==> config.mk <==
export PLATFORM = sky130hd
export DESIGN_NAME = if_prefetch_stage
export DESIGN_NICKNAME = d
export VERILOG_FILES = /design/src/rtl/if_pkg.sv /design/src/rtl/if_prefetch_fifo.sv /design/src/rtl/if_prefetch_stage.sv
export SDC_FILE = /design/constraint.sdc
export NUM_CORES = 1
export LEC_CHECK = 0
export CAP_MARGIN = 40
export CORE_MARGIN = 2
export CORE_UTILIZATION = 57
export DETAILED_ROUTE_END_ITERATION = 16
export PLACE_DENSITY = 0.81
export SLEW_MARGIN = 30
export SYNTH_ARGS = -nofsm -noshare
export SYNTH_HDL_FRONTEND = slang
export SYNTH_SLANG_ARGS = --single-unit
==> constraint.sdc <==
create_clock -name clk -period 2.9 [get_ports clk]
set_input_delay 0.725 -clock clk [delete_from_list [all_inputs] [get_ports clk]]
set_output_delay 0.725 -clock clk [all_outputs]
set_load 0.01 [all_outputs]
==> src/rtl/if_pkg.sv <==
// ----------------------------------------------------------------------------
// if_pkg
//   Shared constants and types for the instruction-fetch prefetch stage.
//   IF_NOP       : value loaded into the IF/ID instruction on a bubble
//   IF_RESET_PC  : default PC after reset
//   if_qentry_t  : one prefetch queue entry {pc_next, instr} at the default
//                  datapath width (the FIFO itself is width-generic)
// ----------------------------------------------------------------------------
package if_pkg;
   localparam int          IF_XLEN     = 32;
   localparam logic [31:0] IF_NOP      = 32'h0;
   localparam logic [31:0] IF_RESET_PC = 32'h0;

   typedef struct packed {
      logic [IF_XLEN-1:0] pc_next;
      logic [31:0]        instr;
   } if_qentry_t;
endpackage

==> src/rtl/if_prefetch_fifo.sv <==
// ----------------------------------------------------------------------------
// if_prefetch_fifo
//   DEPTH-entry synchronous FIFO with clear. Head is read combinationally.
//   The caller must not pop when empty, nor push when full without a pop.
//   Ports:
//     clk, rst_n   clock, async active-low reset
//     clr          empty the FIFO (wins over push/pop)
//     push, din    write din at the tail
//     pop          advance the head
//     dout         current head entry
//     count        number of valid entries, 0..DEPTH
// ----------------------------------------------------------------------------
module if_prefetch_fifo #(
   parameter int DW    = 64,
   parameter int DEPTH = 4
) (
   input  logic                       clk,
   input  logic                       rst_n,
   input  logic                       clr,
   input  logic                       push,
   input  logic                       pop,
   input  logic [DW-1:0]              din,
   output logic [DW-1:0]              dout,
   output logic [$clog2(DEPTH):0]     count
);
   localparam int AW = $clog2(DEPTH);

   logic [DW-1:0] mem_q [DEPTH];
   logic [DW-1:0] mem_d [DEPTH];
   logic [AW-1:0] wr_ptr_q, wr_ptr_d;
   logic [AW-1:0] rd_ptr_q, rd_ptr_d;
   logic [AW:0]   count_q, count_d;

   always_comb begin
      mem_d    = mem_q;
      wr_ptr_d = wr_ptr_q;
      rd_ptr_d = rd_ptr_q;
      count_d  = count_q;
      if (clr) begin
         wr_ptr_d = '0;
         rd_ptr_d = '0;
         count_d  = '0;
      end else begin
         if (push) begin
            mem_d[wr_ptr_q] = din;
            wr_ptr_d        = wr_ptr_q + AW'(1);
         end
         if (pop) rd_ptr_d = rd_ptr_q + AW'(1);
         // push+pop together leaves count unchanged
         count_d = count_q + (AW+1)'(push) - (AW+1)'(pop);
      end
   end

   always_ff @(posedge clk or negedge rst_n) begin
      if (!rst_n) begin
         for (int i = 0; i < DEPTH; i++) mem_q[i] <= '0;
         wr_ptr_q <= '0;
         rd_ptr_q <= '0;
         count_q  <= '0;
      end else begin
         mem_q    <= mem_d;
         wr_ptr_q <= wr_ptr_d;
         rd_ptr_q <= rd_ptr_d;
         count_q  <= count_d;
      end
   end

   assign dout  = mem_q[rd_ptr_q];
   assign count = count_q;
endmodule

==> src/rtl/if_prefetch_stage.sv <==
// ----------------------------------------------------------------------------
// if_prefetch_stage
//   Instruction-fetch stage with a prefetch queue between PC/IMEM and IF/ID.
//   Fetch keeps filling the queue while ID stalls; redirects clear the queue.
//   A debug freeze (stall_breakpoint & ~continue_en) holds everything and
//   drops any redirect presented during it.
//   Ports:
//     clk, rst_n                 clock, async active-low reset
//     jump_taken/pc_jump         redirect (beats branch)
//     branch_taken/pc_branch     redirect
//     flush_if                   bubble IF/ID this edge
//     stall                      hold IF/ID, no pop
//     stall_breakpoint,
//     continue_en                freeze request / override
//     imem_addr, imem_rdata      async-read IMEM interface (word address)
//     if_id_valid/instruction/
//     if_id_pc_next              IF/ID register to the decode stage
//   Optional (macro IF_PERF_CNT_EN): perf_fetch_cnt, perf_bubble_cnt,
//     perf_redirect_cnt, 32-bit wrapping event counters held during freeze.
// ----------------------------------------------------------------------------
module if_prefetch_stage
   import if_pkg::*;
#(
   parameter int               XLEN     = IF_XLEN,
   parameter int               IMEM_AW  = 8,
   parameter int               QDEPTH   = 4,
   parameter logic [XLEN-1:0]  RESET_PC = XLEN'(IF_RESET_PC)
) (
   input  logic                clk,
   input  logic                rst_n,
   input  logic                jump_taken,
   input  logic                branch_taken,
   input  logic [XLEN-1:0]     pc_jump,
   input  logic [XLEN-1:0]     pc_branch,
   input  logic                flush_if,
   input  logic                stall,
   input  logic                stall_breakpoint,
   input  logic                continue_en,
   output logic [IMEM_AW-1:0]  imem_addr,
   input  logic [31:0]         imem_rdata,
   output logic                if_id_valid,
   output logic [31:0]         if_id_instruction,
   output logic [XLEN-1:0]     if_id_pc_next
`ifdef IF_PERF_CNT_EN
  ,output logic [31:0]         perf_fetch_cnt,
   output logic [31:0]         perf_bubble_cnt,
   output logic [31:0]         perf_redirect_cnt
`endif
);
   localparam int CW = $clog2(QDEPTH) + 1;
   localparam int DW = XLEN + 32;

   logic [XLEN-1:0] pc_q, pc_d, pc_plus4;
   logic            ifv_q, ifv_d;
   logic [31:0]     ifi_q, ifi_d;
   logic [XLEN-1:0] ifp_q, ifp_d;

   logic            freeze, redirect, pop, push_ok, q_clr, load_bubble;
   logic [CW-1:0]   q_count;
   logic [DW-1:0]   q_head;

   assign freeze   = stall_breakpoint & ~continue_en;
   assign redirect = jump_taken | branch_taken;
   assign pc_plus4 = pc_q + XLEN'(4);

   assign pop     = ~freeze & ~stall & ~flush_if & ~redirect & (q_count != '0);
   // A full queue still accepts a push when the head leaves on the same edge
   assign push_ok = ~freeze & ~redirect &
                    ((q_count < CW'(QDEPTH)) | pop);
   assign q_clr   = ~freeze & redirect;

   if_prefetch_fifo #(.DW(DW), .DEPTH(QDEPTH)) u_fifo (
      .clk   (clk),
      .rst_n (rst_n),
      .clr   (q_clr),
      .push  (push_ok),
      .pop   (pop),
      .din   ({pc_plus4, imem_rdata}),
      .dout  (q_head),
      .count (q_count)
   );

   always_comb begin
      pc_d = pc_q;
      if (!freeze) begin
         if (jump_taken)        pc_d = pc_jump;
         else if (branch_taken) pc_d = pc_branch;
         else if (push_ok)      pc_d = pc_plus4;
      end
   end

   always_comb begin
      ifv_d       = ifv_q;
      ifi_d       = ifi_q;
      ifp_d       = ifp_q;
      load_bubble = 1'b0;
      if (!freeze) begin
         if (flush_if || redirect) begin
            ifv_d = 1'b0; ifi_d = IF_NOP; ifp_d = '0; load_bubble = 1'b1;
         end else if (!stall) begin
            if (pop) begin
               ifv_d = 1'b1;
               ifi_d = q_head[31:0];
               ifp_d = q_head[DW-1:32];
            end else begin
               ifv_d = 1'b0; ifi_d = IF_NOP; ifp_d = '0; load_bubble = 1'b1;
            end
         end
      end
   end

   always_ff @(posedge clk or negedge rst_n) begin
      if (!rst_n) begin
         pc_q  <= RESET_PC;
         ifv_q <= 1'b0;
         ifi_q <= '0;
         ifp_q <= '0;
      end else begin
         pc_q  <= pc_d;
         ifv_q <= ifv_d;
         ifi_q <= ifi_d;
         ifp_q <= ifp_d;
      end
   end

   assign imem_addr         = pc_q[IMEM_AW+1:2];
   assign if_id_valid       = ifv_q;
   assign if_id_instruction = ifi_q;
   assign if_id_pc_next     = ifp_q;

`ifdef IF_PERF_CNT_EN
   logic [31:0] fetch_cnt_q, fetch_cnt_d;
   logic [31:0] bubble_cnt_q, bubble_cnt_d;
   logic [31:0] redir_cnt_q, redir_cnt_d;

   // freeze already masks push_ok, load_bubble and q_clr
   always_comb begin
      fetch_cnt_d  = fetch_cnt_q  + 32'(push_ok);
      bubble_cnt_d = bubble_cnt_q + 32'(load_bubble);
      redir_cnt_d  = redir_cnt_q  + 32'(q_clr);
   end

   always_ff @(posedge clk or negedge rst_n) begin
      if (!rst_n) begin
         fetch_cnt_q  <= '0;
         bubble_cnt_q <= '0;
         redir_cnt_q  <= '0;
      end else begin
         fetch_cnt_q  <= fetch_cnt_d;
         bubble_cnt_q <= bubble_cnt_d;
         redir_cnt_q  <= redir_cnt_d;
      end
   end

   assign perf_fetch_cnt    = fetch_cnt_q;
   assign perf_bubble_cnt   = bubble_cnt_q;
   assign perf_redirect_cnt = redir_cnt_q;
`endif
endmodule

---- Word-level counts from Yosys, hierarchy flattened ----
Index checks and enable logic that the tools add are counted.
operators by class
  add/subtract/negate cells ............... 5
  magnitude comparators ................... 4
  equal/unequal tests ..................... 1
  muxes and demuxes ....................... 23
  bitwise logic cells ..................... 18
  reduce and logical (&&, ||, !) cells .... 9
operators with widths
  operator                                            count
  2-to-1 mux 32 bit                                   9
  bitwise mux 256 bit                                 1
  2-to-1 mux 64 bit                                   3
  binary-select mux 64 bit (select 2 bit)             1
  demux 64 bit (select 2 bit)                         1
  adder 32 x 3 -> 32 bit, second input constant       1
  AND 1 bit                                           8
  2-to-1 mux 2 bit                                    4
  >= comparator 3 bit, second input constant          2
  inverter 1 bit                                      6
  inverter 2 -> 3 bit                                 2
  AND reduction 2 bit                                 3
  nonzero test 3 bit                                  2
  adder 2 x 1 -> 2 bit, second input constant         2
  nonzero test 2 bit                                  2
  adder 3 x 1 -> 3 bit                                1
  < comparator 3 x 1 -> 1 bit, second input constant  1
  < comparator 3 bit, second input constant           1
  2-to-1 mux 1 bit                                    3
  2-to-1 mux 3 bit                                    1
  subtractor 3 x 1 -> 3 bit                           1
  != test 2 x 1 -> 1 bit, second input constant       1
  bitwise OR 1 bit                                    2
  logical AND 1 bit                                   1
  logical OR 1 bit                                    1
storage, ports and cells
  bits in registers ....................... 360
  bits of input ports ..................... 104
  output and inout port bits .............. 73
  word-level logic and storage cells ...... 71

---- Logic depth before layout (Yosys ltp) ----
  word-level depth ........................ 12
  gate-level depth with buffers ........... 12
  mapped depth without buffers ............ 10

---- Modules after synthesis ----
Synthesis repeated with hierarchy kept, for this count alone.
unflattened totals
  cells, all modules ...................... 1,148
  area total of the unflattened synthesis .. 17,309.1 µm²
by module, submodules not included
  module             times used  cells each  area each (µm²)  seq. area each (µm²)
  if_prefetch_fifo   1           657         12,335.6         6,581.3
  if_prefetch_stage  1           491         4,973.5          2,427.3

---- Worst setup path before layout ----
No wires, ideal clock.
  kind .................................... input to register
  start point ............................. input stall_breakpoint
  end point ............................... register u_fifo.count_q[2] (netlist: u_fifo.count[2])
  library setup time ...................... 0.133 ns
  data arrival time ....................... 3.085 ns
  data required time ...................... 2.767 ns
  setup slack ............................. -0.318 ns
  cell stages on the path ................. 12
  path buffers ............................ 2
  cell sequence ........................... nor2b_1 -> clkbuf_1 -> nor4b_1 -> clkbuf_1 -> ha_1 -> inv_1 -> ha_1 -> inv_1 -> fa_1 -> xor2_1 -> xnor2_1 -> nor2_1
between the ends
  cells in the longest elaborated chain, start to end .. 11
  elaborated cells on any way between the ends .. 13
  those cells by class .................... add/sub (2); mux (1); bitwise (10)
ends and longest elaborated chain
  item                               line                     text
  start: declaration                 if_prefetch_stage.sv:37  input logic stall_breakpoint,
  AND 1 bit *                        if_prefetch_stage.sv:62  assign freeze = stall_breakpoint & ~continue_en;
  inverter 1 bit (no source line) *  n/a
  AND 1 bit (4 in series)            if_prefetch_stage.sv:66  assign pop = ~freeze & ~stall & ~flush_if & ~redirect & (q_count != '0);
  bitwise OR 1 bit                   if_prefetch_stage.sv:69  ((q_count < CW'(QDEPTH)) | pop);
  AND 1 bit                          if_prefetch_stage.sv:68  assign push_ok = ~freeze & ~redirect &
  adder 3 x 1 -> 3 bit               if_prefetch_fifo.sv:50   count_d = count_q + (AW+1)'(push) - (AW+1)'(pop);
  subtractor 3 x 1 -> 3 bit          if_prefetch_fifo.sv:50
  2-to-1 mux 3 bit *                 if_prefetch_fifo.sv:39   if (clr) begin
  net u_fifo.count_d[2]              if_prefetch_fifo.sv:32   logic [AW:0] count_q, count_d;
  end signal: assignment             if_prefetch_fifo.sv:64   count_q <= count_d;
  end: declaration                   if_prefetch_fifo.sv:32
Mark *: on every way through the listed nets, which the timed path passes. The rest lies on a longest branch.
A chain may end at the register's enable or synchronous reset.

---- Worst setup path after layout ----
  start point ............................. input flush_if
  end point ............................... register u_fifo.count_q[2] (netlist: u_fifo.count[2])
between the ends
  cells in the longest elaborated chain, start to end .. 9
ends and longest elaborated chain
  item                         line                     text
  start: declaration           if_prefetch_stage.sv:35  input logic flush_if,
  inverter 1 bit *             if_prefetch_stage.sv:66
  AND 1 bit * (3 in series)    if_prefetch_stage.sv:66
  bitwise OR 1 bit             if_prefetch_stage.sv:69
  AND 1 bit                    if_prefetch_stage.sv:68
  adder 3 x 1 -> 3 bit         if_prefetch_fifo.sv:50
  subtractor 3 x 1 -> 3 bit *  if_prefetch_fifo.sv:50
  2-to-1 mux 3 bit *           if_prefetch_fifo.sv:39
  net u_fifo.count_d[2]        if_prefetch_fifo.sv:32
Marked as above.

==> impl_metrics.json <==
{
  "outcome": "finished clean",
  "drtIter0Drc": 725,
  "power.total_uw": 15900,
  "hold_viol": 0,
  "grt_pass1_vias": 11300,
  "core_sq_um": 27600,
  "drt_first_pass_iters": 5,
  "final_cell_mix": "dfrtp_1 (358), clkdlybuf4s50_1 (175), o21ai_0 (141), mux2_2 (140), nand2_1 (138)",
  "maxSlewViolCount": 0,
  "ff2ff_setup_slack_ns": 0.19,
  "hold_path.class": "input port to async pin",
  "timing.fmax_ghz": 0.368,
  "cts_buffer_depth": 3,
  "antenna_found_initial": 1,
  "reg2regPathDepth": 6,
  "fin_crit_ns": 2.72,
  "reg2reg_from": "pc_q[2]",
  "synth.area.mux_share": 0.190,
  "cts_tree": "yes",
  "place_congestion": 0.896,
  "avgSynthCellArea_sq_um": 12.7,
  "vias": 10900,
  "fin_skew_ns": 0.0289,
  "path_clk_slew_ns": 0.06,
  "worstSkewPairLatency_ns": 0.52,
  "drive_gt1_frac": 0.226,
  "ir_drop_v": 0.000427,
  "crit_path_start": "flush_if",
  "critPathRequiredTime_ns": 3.30,
  "ys_types": 58,
  "fp-row-count": 61,
  "worst_pin_slew_ns": 0.804,
  "cp-start-kind": "input port",
  "r2r_end": "u_fifo.mem_q[61]",
  "setup_violations": 0,
  "dp_slack_ns": -0.231,
  "synthXorXnorAreaFrac": 0.0176,
  "port_buffers": 176,
  "vias_per_cell": 5.98,
  "dpl.hpwl_mm": 24.0,
  "syn_area_sq_um": 15900,
  "avgRoutedWirePerCell_microns": 20.7,
  "wl_mm": 37.7,
  "synth_edf_count": 0,
  "grt-ovfl-total": 0,
  "fin_ws_ns": 0.182,
  "cts_root_buf": "clkbuf_16",
  "htree_levels": 2,
  "syn-num-nets": 1370,
  "post_cts_buffers": 0,
  "use_met3": 0.0380,
  "nNetsFinal": 1527,
  "cap_violations": 0,
  "ctsHoldBuffers": 0,
  "cts-buffers-inserted": 38,
  "synth_async_sr_flop_share": 1.00,
  "cp-end-kind": "flip-flop",
  "ios": 177,
  "die_x_microns": 171,
  "synth-main-ff-cell": "dfrtp_1",
  "grt_pass1_wl_mm": 60.4,
  "busiest_layer": "met2",
  "dieHeight_microns": 171,
  "grt_usage": 0.263,
  "yosysWarnings": 0,
  "synth_top_family_by_area": "multiplexers",
  "synth_seq_cells": 360,
  "grtUsageMet2": 0.432,
  "synth-simple-area-share": 0.0688,
  "worstPathArrival_ns": 3.12,
  "period_share": 0.937,
  "drc_errors": 0,
  "critPathKind": "input port to flip-flop",
  "final_common_cell": "dfrtp_1",
  "post_cts_resize_count": 0,
  "numClockSinks": 360,
  "synth-compound-area-share": 0.121,
  "grt_start_max_net_pins": 80,
  "synth_cells": 1258,
  "synth-adder-area-share": 0.00675,
  "area_growth_pct": 23.7,
  "ys_seq_area_frac": 0.565,
  "fillers": 1861,
  "ant_nets": 0,
  "ff_latch_area_sq_um": 9010,
  "power_density_nw_per_um2": 806,
  "dieArea_sq_um": 29300,
  "rsz0062_at_grt": "no",
  "multiInputGateArea_sq_um": 6490,
  "setup-tns-final_ns": 0,
  "met1_usage": 0.373,
  "critPathCapture": "u_fifo.count[2]",
  "p_leak_uw": 0.00864,
  "initial_core_util": 0.577,
  "relSlewSlack": 0.459,
  "critPathMaxFanout": 2
}
registers in the layout, summed over array words and instances, names as in the netlist:
name               cells
if_id_instruction     32
if_id_pc_next         32
if_id_valid            1
pc_q                  32
u_fifo.count           3
u_fifo.mem_q         256
u_fifo.rd_ptr_q        2
u_fifo.wr_ptr_q        2
worst min-delay path by stage:
stage | start | endpoint | slack [ns] | depth (start not counted)
5_1_grt | rst_n | u_fifo.mem_q[116] | 0.17 | 1
3_3_place_gp | u_fifo.mem_q[188] | u_fifo.mem_q[188] | 0.46 | 2
3_5_place_dp | u_fifo.mem_q[110] | u_fifo.mem_q[110] | 0.46 | 2
4_1_cts | rst_n | u_fifo.mem_q[116] | 0.16 | 1
6_report | rst_n | if_id_pc_next[18] | 0.15 | 1
2_1_floorplan | rst_n | if_id_instruction[0] | 0.43 | 0
area by class of cell:
type                            count  area share
Antenna cell                        1    0.000127
Inverter                           15     0.00285
Clock inverter                     14      0.0117
Multi-Input combinational cell    780       0.329
Clock buffer                       52      0.0555
Tap cell                          378      0.0240
Timing Repair Buffer              220       0.120
Sequential cell                   360       0.457
cells by family (layout without fill, tap and decap cells):
group	after synthesis	after routing
compound gates	298	298
xor+xnor	32	32
fa+ha+maj	8	8
buf+inv	118	301
flops	360	360
mux	205	205
other cells	0	1
simple gates	237	237
synth_stat cells (3+ instances only):
cell type | count | share of area
and3_1 | 11 | 0.0043
o21ai_1 | 8 | 0.0025
xor2_1 | 6 | 0.0033
nor3_1 | 8 | 0.0025
mux4_2 | 64 | 0.090
nor2_1 | 32 | 0.0075
buf_1 | 13 | 0.0031
nor2b_1 | 3 | 0.0012
a21oi_1 | 26 | 0.0082
nor4_1 | 4 | 0.0016
o21ai_0 | 141 | 0.044
mux2_2 | 140 | 0.099
ha_1 | 7 | 0.0055
nand2_1 | 143 | 0.034
a22oi_1 | 10 | 0.0047
inv_1 | 14 | 0.0033
o21a_1 | 3 | 0.0014
clkbuf_1 | 66 | 0.016
o22ai_1 | 3 | 0.0012
xnor2_1 | 26 | 0.014
buf_2 | 14 | 0.0044
o2bb2ai_1 | 8 | 0.0044
nand3_1 | 10 | 0.0031
nand4_1 | 7 | 0.0027
dfrtp_1 | 360 | 0.56
buf_4 | 8 | 0.0038
and4_1 | 3 | 0.0016
a222oi_1 | 5 | 0.0031
a22o_1 | 75 | 0.041
a31oi_1 | 4 | 0.0016
report_power, final:
group	leakage [uW]	switching (uW)	internal (uW)
registers	0.00468	932	6660
logic	0.00331	1340	1870
clock network	0.000651	1930	3170
through the flow:
stage | std cells | hold WS [ns] | area [sq um] | utilization
2_1_floorplan | 1258 | 0.429 | 16000 | -
3_3_place_gp | 1751 | 0.456 | 18400 | 0.665
4_1_cts | 1818 | 0.155 | 19700 | 0.713
3_5_place_dp | 1752 | 0.465 | 18400 | 0.665
6_report | 1820 | 0.152 | 19700 | 0.714
5_1_grt | 1820 | 0.173 | 19700 | 0.714
metal layers:
layer / share of wire / wire [microns]
met5: 0 / 0
met3: 0.055 / 2060
met1: 0.43 / 16300
met4: 0.021 / 803
met2: 0.49 / 18500
critical path, stage by stage:
cell and delay, ns:
clkdlybuf4s50_1 0.43, nor3_1 0.28, nor4b_4 0.30, ha_1 0.28
inv_1 0.06, ha_1 0.13, inv_1 0.07, fa_1 0.41
xor2_1 0.17, xnor2_1 0.19, nor2_1 0.07
No activity file was read; power rests on OpenSTA's default activity.
